--- src/rtl/sound_mailbox_if.sv ---
// Command/reply bus between the 68k host, the Z80 sound CPU and the sound mailbox.
// The master modport drives the strobes and data; the slave is the mailbox itself.
interface sound_mailbox_if;
    logic       M68K_WR;
    logic [7:0] M68K_DATA;
    logic       M68K_RD;
    logic       Z80_RD;
    logic       Z80_CLR;
    logic       Z80_WR;
    logic [7:0] Z80_DATA;
    logic       NMI_EN_SET;
    logic       NMI_EN_VAL;
    logic [7:0] SND_CODE;
    logic [7:0] REPLY;
    logic       nZ80NMI;
    logic       CMD_PENDING;
    logic       REPLY_VALID;
    logic       OVERRUN;

    modport master (
        output M68K_WR, M68K_DATA, M68K_RD, Z80_RD, Z80_CLR, Z80_WR, Z80_DATA,
               NMI_EN_SET, NMI_EN_VAL,
        input  SND_CODE, REPLY, nZ80NMI, CMD_PENDING, REPLY_VALID, OVERRUN
    );

    modport slave (
        input  M68K_WR, M68K_DATA, M68K_RD, Z80_RD, Z80_CLR, Z80_WR, Z80_DATA,
               NMI_EN_SET, NMI_EN_VAL,
        output SND_CODE, REPLY, nZ80NMI, CMD_PENDING, REPLY_VALID, OVERRUN
    );
endinterface

--- src/rtl/sound_mailbox.sv ---
// 68k <-> Z80 sound mailbox: command latch with NMI sequencer, reply latch, overrun flag.
// Every output comes straight from a flop.
module sound_mailbox #(
    parameter int unsigned NMI_WIDTH = 8
) (
    input  logic          CLK_24M,
    input  logic          nRESET,
    sound_mailbox_if.slave bus
);

    typedef enum logic [1:0] {
        IDLE,
        PULSE,
        WAIT_ACK
    } nmi_state_t;

    localparam logic [7:0] PULSE_LEN = 8'(NMI_WIDTH);

    nmi_state_t state;
    logic [7:0] cnt;
    logic       nmi_en;
    logic       nmi_n;
    logic [7:0] snd_code;
    logic [7:0] reply;
    logic       cmd_pending;
    logic       reply_valid;
    logic       overrun;

    logic ack;
    logic disable_req;

    assign ack         = bus.Z80_RD | bus.Z80_CLR;
    assign disable_req = bus.NMI_EN_SET & ~bus.NMI_EN_VAL;

    // NOTE: every flop, including nmi_n, is in the async reset so a reset mid-pulse
    // releases the NMI immediately; all state updates use non-blocking assignments.
    always_ff @(posedge CLK_24M or negedge nRESET) begin
        if (!nRESET) begin
            state  <= IDLE;
            cnt    <= '0;
            nmi_en <= 1'b0;
            nmi_n  <= 1'b1;
        end else begin
            if (bus.NMI_EN_SET) nmi_en <= bus.NMI_EN_VAL;

            if (bus.M68K_WR && ack) begin
                // A fresh command beats the acknowledge and re-arms the sequencer.
                state <= nmi_en ? PULSE : IDLE;
                cnt   <= nmi_en ? PULSE_LEN : 8'd0;
                nmi_n <= ~nmi_en;
            end else begin
                case (state)
                    IDLE: begin
                        // A pending command that is being read/cleared right now needs no NMI.
                        if (nmi_en && (bus.M68K_WR || (cmd_pending && !ack))) begin
                            state <= PULSE;
                            cnt   <= PULSE_LEN;
                            nmi_n <= 1'b0;
                        end
                    end
                    PULSE: begin
                        if (ack) begin
                            state <= IDLE;
                            cnt   <= '0;
                            nmi_n <= 1'b1;
                        end else if (disable_req || cnt <= 8'd1) begin
                            state <= WAIT_ACK;
                            cnt   <= '0;
                            nmi_n <= 1'b1;
                        end else begin
                            cnt <= cnt - 8'd1;
                        end
                    end
                    WAIT_ACK: begin
                        if (ack) state <= IDLE;
                    end
                    default: begin
                        state <= IDLE;
                        cnt   <= '0;
                        nmi_n <= 1'b1;
                    end
                endcase
            end
        end
    end

    always_ff @(posedge CLK_24M or negedge nRESET) begin
        if (!nRESET) begin
            snd_code    <= '0;
            reply       <= '0;
            cmd_pending <= 1'b0;
            reply_valid <= 1'b0;
            overrun     <= 1'b0;
        end else begin
            if (bus.M68K_WR) begin
                snd_code    <= bus.M68K_DATA;
                cmd_pending <= 1'b1;
                overrun     <= ack ? 1'b0 : (overrun | cmd_pending);
            end else if (bus.Z80_CLR) begin
                snd_code    <= '0;
                cmd_pending <= 1'b0;
                overrun     <= 1'b0;
            end else if (bus.Z80_RD) begin
                cmd_pending <= 1'b0;
            end

            if (bus.Z80_WR) begin
                reply       <= bus.Z80_DATA;
                reply_valid <= 1'b1;
            end else if (bus.M68K_RD) begin
                reply_valid <= 1'b0;
            end
        end
    end

    assign bus.SND_CODE    = snd_code;
    assign bus.REPLY       = reply;
    assign bus.nZ80NMI     = nmi_n;
    assign bus.CMD_PENDING = cmd_pending;
    assign bus.REPLY_VALID = reply_valid;
    assign bus.OVERRUN     = overrun;

endmodule
--- src/flat_wrapper.sv ---
// flat-port wrapper written by rule: the top's interface ports become plain ports
module sound_mailbox_flat 
#(
    parameter int unsigned NMI_WIDTH = 8
)
  (CLK_24M, nRESET, bus_M68K_WR, bus_M68K_DATA, bus_M68K_RD, bus_Z80_RD, bus_Z80_CLR, bus_Z80_WR, bus_Z80_DATA, bus_NMI_EN_SET, bus_NMI_EN_VAL, bus_SND_CODE, bus_REPLY, bus_nZ80NMI, bus_CMD_PENDING, bus_REPLY_VALID, bus_OVERRUN);
  sound_mailbox_if bus_i ();
  input  logic CLK_24M;
  input  logic nRESET;
  input wire logic [$bits(bus_i.M68K_WR)-1:0] bus_M68K_WR;
  input wire logic [$bits(bus_i.M68K_DATA)-1:0] bus_M68K_DATA;
  input wire logic [$bits(bus_i.M68K_RD)-1:0] bus_M68K_RD;
  input wire logic [$bits(bus_i.Z80_RD)-1:0] bus_Z80_RD;
  input wire logic [$bits(bus_i.Z80_CLR)-1:0] bus_Z80_CLR;
  input wire logic [$bits(bus_i.Z80_WR)-1:0] bus_Z80_WR;
  input wire logic [$bits(bus_i.Z80_DATA)-1:0] bus_Z80_DATA;
  input wire logic [$bits(bus_i.NMI_EN_SET)-1:0] bus_NMI_EN_SET;
  input wire logic [$bits(bus_i.NMI_EN_VAL)-1:0] bus_NMI_EN_VAL;
  output wire logic [$bits(bus_i.SND_CODE)-1:0] bus_SND_CODE;
  output wire logic [$bits(bus_i.REPLY)-1:0] bus_REPLY;
  output wire logic [$bits(bus_i.nZ80NMI)-1:0] bus_nZ80NMI;
  output wire logic [$bits(bus_i.CMD_PENDING)-1:0] bus_CMD_PENDING;
  output wire logic [$bits(bus_i.REPLY_VALID)-1:0] bus_REPLY_VALID;
  output wire logic [$bits(bus_i.OVERRUN)-1:0] bus_OVERRUN;
  assign bus_i.M68K_WR = bus_M68K_WR;
  assign bus_i.M68K_DATA = bus_M68K_DATA;
  assign bus_i.M68K_RD = bus_M68K_RD;
  assign bus_i.Z80_RD = bus_Z80_RD;
  assign bus_i.Z80_CLR = bus_Z80_CLR;
  assign bus_i.Z80_WR = bus_Z80_WR;
  assign bus_i.Z80_DATA = bus_Z80_DATA;
  assign bus_i.NMI_EN_SET = bus_NMI_EN_SET;
  assign bus_i.NMI_EN_VAL = bus_NMI_EN_VAL;
  assign bus_SND_CODE = bus_i.SND_CODE;
  assign bus_REPLY = bus_i.REPLY;
  assign bus_nZ80NMI = bus_i.nZ80NMI;
  assign bus_CMD_PENDING = bus_i.CMD_PENDING;
  assign bus_REPLY_VALID = bus_i.REPLY_VALID;
  assign bus_OVERRUN = bus_i.OVERRUN;
  sound_mailbox #(.NMI_WIDTH(NMI_WIDTH)) u_core (.CLK_24M(CLK_24M), .nRESET(nRESET), .bus(bus_i));
endmodule
--- config.mk ---
export PLATFORM = sky130hd
export DESIGN_NAME = sound_mailbox_flat
export DESIGN_NICKNAME = d
export VERILOG_FILES = /design/src/rtl/sound_mailbox_if.sv /design/src/rtl/sound_mailbox.sv /design/src/flat_wrapper.sv
export SDC_FILE = /design/constraint.sdc
export NUM_CORES = 1
export LEC_CHECK = 0
export CAP_MARGIN = 20
export CORE_AREA = 2 2 94 51
export CTS_CLUSTER_SIZE = 12
export DETAILED_ROUTE_END_ITERATION = 6
export DIE_AREA = 0 0 96 53
export PLACE_DENSITY = 0.72
export SYNTH_ARGS = -nofsm -noshare
export SYNTH_HDL_FRONTEND = slang
export SYNTH_SLANG_ARGS = --single-unit
--- constraint.sdc ---
create_clock -name CLK_24M -period 2.34 [get_ports CLK_24M]
set_input_delay 0.234 -clock CLK_24M [delete_from_list [all_inputs] [get_ports CLK_24M]]
set_output_delay 0.234 -clock CLK_24M [all_outputs]
set_load 0.02 [all_outputs]
==> metrics.txt <==
status=complete, no violations; Worst VDD drop=0.000328 V; Ys Warns=0; gr ovfl total=0; post-synth cell types=37; worst skew pair latency=between 0.2 and 0.3 ns; clock slew at reported path FFs=0.06 ns; Main synth FF type=dfrtp_1; All-Layer GR Usage=14.0%; final worst path period share=84.6%; Initial Utilization=33.8%; CTS root buf=clkbuf_8; share of total power in combinational logic=around a third; via count=1109; Final HPWL DP=2.39 mm; largest net degree at the start of global routing=32; minimum clock period=1.98 ns; Setup Viol. Count Final=0; Max-Cap Viols=0; per-cell routed wire length=14.2 µm; Hold-fix buffers, CTS=0; Relative slew margins=62.4%; commonest non-fill, non-tap cells in the layout=clkdlybuf4s50_1, dfrtp_1, mux2_2, nor2_1, a22o_1; Peak Freq=slightly above 0.5 GHz; die width=96 µm; post-synthesis sequential area ratio=54.3%; NetSw=0.560 mW; Core ar.=4230 µm²; DR pass1 iterations=4; Post-Syn Instances=between 100 and 150; die extent in y=53 µm; WL final=3.15 mm; Seq pwr share=between 30% and 40%; critical path data arrival time=2.14 ns; CTS Buffer Depth=2; Pwr Density=883 nW/µm²; synthesized flop and latch total=31; Boundary Pins=45; Hold Vio Cnt, Final=0; Power Internal=roughly 1.2 mW; antenna viol nets, final=0; Leak=0.868 nW; sw frac=31.0%; CTS tree=built; # rows=17; placed instance count=roughly 210; Avg Vias per Cell=5.00; Synth async-reset ratio=100%; CP Class=reg2reg; Clock Sinks=31; Hold Path Class=in2async; Clk pwr share=29.6%; CP max stage delay=about 0.55 ns; Post-synth EDFFs=0; Post-layout nets=191; Mapped Nets=142; initial drt markers=about 90; CP cell instances=inv_1, ha_1, nor2_1, nor4b_4, o32ai_1, a22o_1; input/output buffers=44; Place WS=between 0.3 and 0.4 ns; RSZ-0062 raised after global routing=false; Worst setup EP type=flop; commonest non-fill, non-tap cell in the layout=clkdlybuf4s50_1; post-synthesis cell area=roughly 1400 µm²; # Post-CTS Setup Buffers=0; post-CTS resize count=0; die area=5090 µm²; worst-margin pin slew=about 0.56 ns; fin worst setup slack=0.359 ns; setup tns final=0 ns; non-filler cells, final=around 220; number of global-route vias before repair=between 1000 and 1500; routability cong.=0.827; critical path launch point type=flop; first-pass GRT wire length=5.23 mm; Worst Skew=between 0.005 and 0.006 ns; CTS HTree Levels=2; layout cell share with drive strength beyond 1=18.2%; initial antenna violation count=0; syn avg cell area=between 10 and 15 µm²; cts bufs inserted=5; Area Overhead vs Synth=42.9%; required time of the critical path=2.50 ns; Antenna diodes=0; CP max-delay cell=nor4b_4; max-slew violation count=0; CP max FO=11; Post-route DRC=0
final timing paths:
path | start | end | slack (ns) | cells past startpoint
max in group asynchronous | nRESET | u_core.bus.nZ80NMI | 1.66 | 2
min in group CLK_24M | u_core.bus.SND_CODE[1] | u_core.bus.SND_CODE[1] | 0.50 | 1
min reg2reg | u_core.bus.SND_CODE[1] | u_core.bus.SND_CODE[1] | 0.50 | 1
min | nRESET | u_core.cnt[0] | 0.36 | 2
max | u_core.cnt[1] | u_core.cnt[3] | 0.36 | 6
max reg2reg | u_core.cnt[1] | u_core.cnt[3] | 0.36 | 6
area by class of cell:
class / instances / area, µm²
clock buffers: 6 / 82.6
clock inverters: 2 / 35.0
fillers: 390 / 2190
inverters: 3 / 11.3
multi-input cells: 76 / 603
flip-flops and latches: 31 / 777
well taps: 57 / 71.3
repair buffers: 47 / 463
logic make-up after synthesis:
logic type	count (synthesis)	share of synthesized area, %
AO/OA/AOI/OAI	31	17.5
adder cells (fa/ha/maj)	2	1.75
buffers and inverters	8	3.50
flip-flops	31	54.3
multiplexers	12	9.27
AND/OR/NAND/NOR	31	13.6
registers in the layout, summed over array words and instances, names as in the netlist:
signal / flops
u_core.nmi_en: 1
u_core.bus.OVERRUN: 1
u_core.bus.SND_CODE: 8
u_core.bus.CMD_PENDING: 1
u_core.cnt: 8
u_core.state: 2
u_core.bus.REPLY_VALID: 1
u_core.bus.REPLY: 8
u_core.bus.nZ80NMI: 1
worst max-delay path, delay by kind of cell, from the launching register on:
kind | cells | cell delay [ns]
AO/OA/AOI/OAI | 2 | 0.43
AND/OR/NAND/NOR | 2 | 0.66
flip-flops | 1 | 0.39
adder cells (fa/ha/maj) | 1 | 0.26
buffers and inverters | 1 | 0.13
power by group through the flow:
stage / sequential [mW] / combinational [mW] / clock, mW
floorplan: 0.715 / 0.385 / 0
global placement: 0.694 / 0.557 / 0
detailed placement: 0.699 / 0.576 / 0
CTS: 0.691 / 0.578 / 0.551
global route: 0.707 / 0.636 / 0.586
finish: 0.692 / 0.578 / 0.534
layer usage:
layer  share of wire [%]  vias up  track usage, %  routed length (µm)
met5                   0        -               0                   0
met4                0.86        0            4.29                  27
met3                 7.1        2            4.42                 225
met2                  46       47            23.1                1460
met1                  46      531            17.8                1430
li1                    -      529               -                   -
per-stage QoR:
stage	utilization [%]	power [mW]	hold slack (ns)	cell area [µm²]
6_report	48.3	1.80	0.360	2040
5_1_grt	48.3	1.93	0.410	2040
4_1_cts	48.3	1.82	0.371	2040
3_5_place_dp	45.5	1.27	0.480	1930
3_3_place_gp	45.5	1.25	0.466	1930
2_1_floorplan	-	1.10	-0.0616	1430
Yosys cell counts, types with 2 or more instances:
master,count,area (µm²)
a21o_1,2,15.0
a22o_1,10,87.6
buf_6,2,22.5
clkbuf_1,2,7.51
dfrtp_1,30,751
ha_1,2,25.0
inv_1,3,11.3
mux2_2,10,113
mux2i_1,2,20.0
nand2b_1,2,12.5
nor2_1,10,37.5
nor3_1,3,15.0
nor4_1,2,12.5
o21ai_0,3,15.0
o22ai_1,3,18.8
o32ai_1,5,43.8
or2_2,3,18.8
or2b_1,2,15.0
No activity file was read; power rests on OpenSTA's default activity.
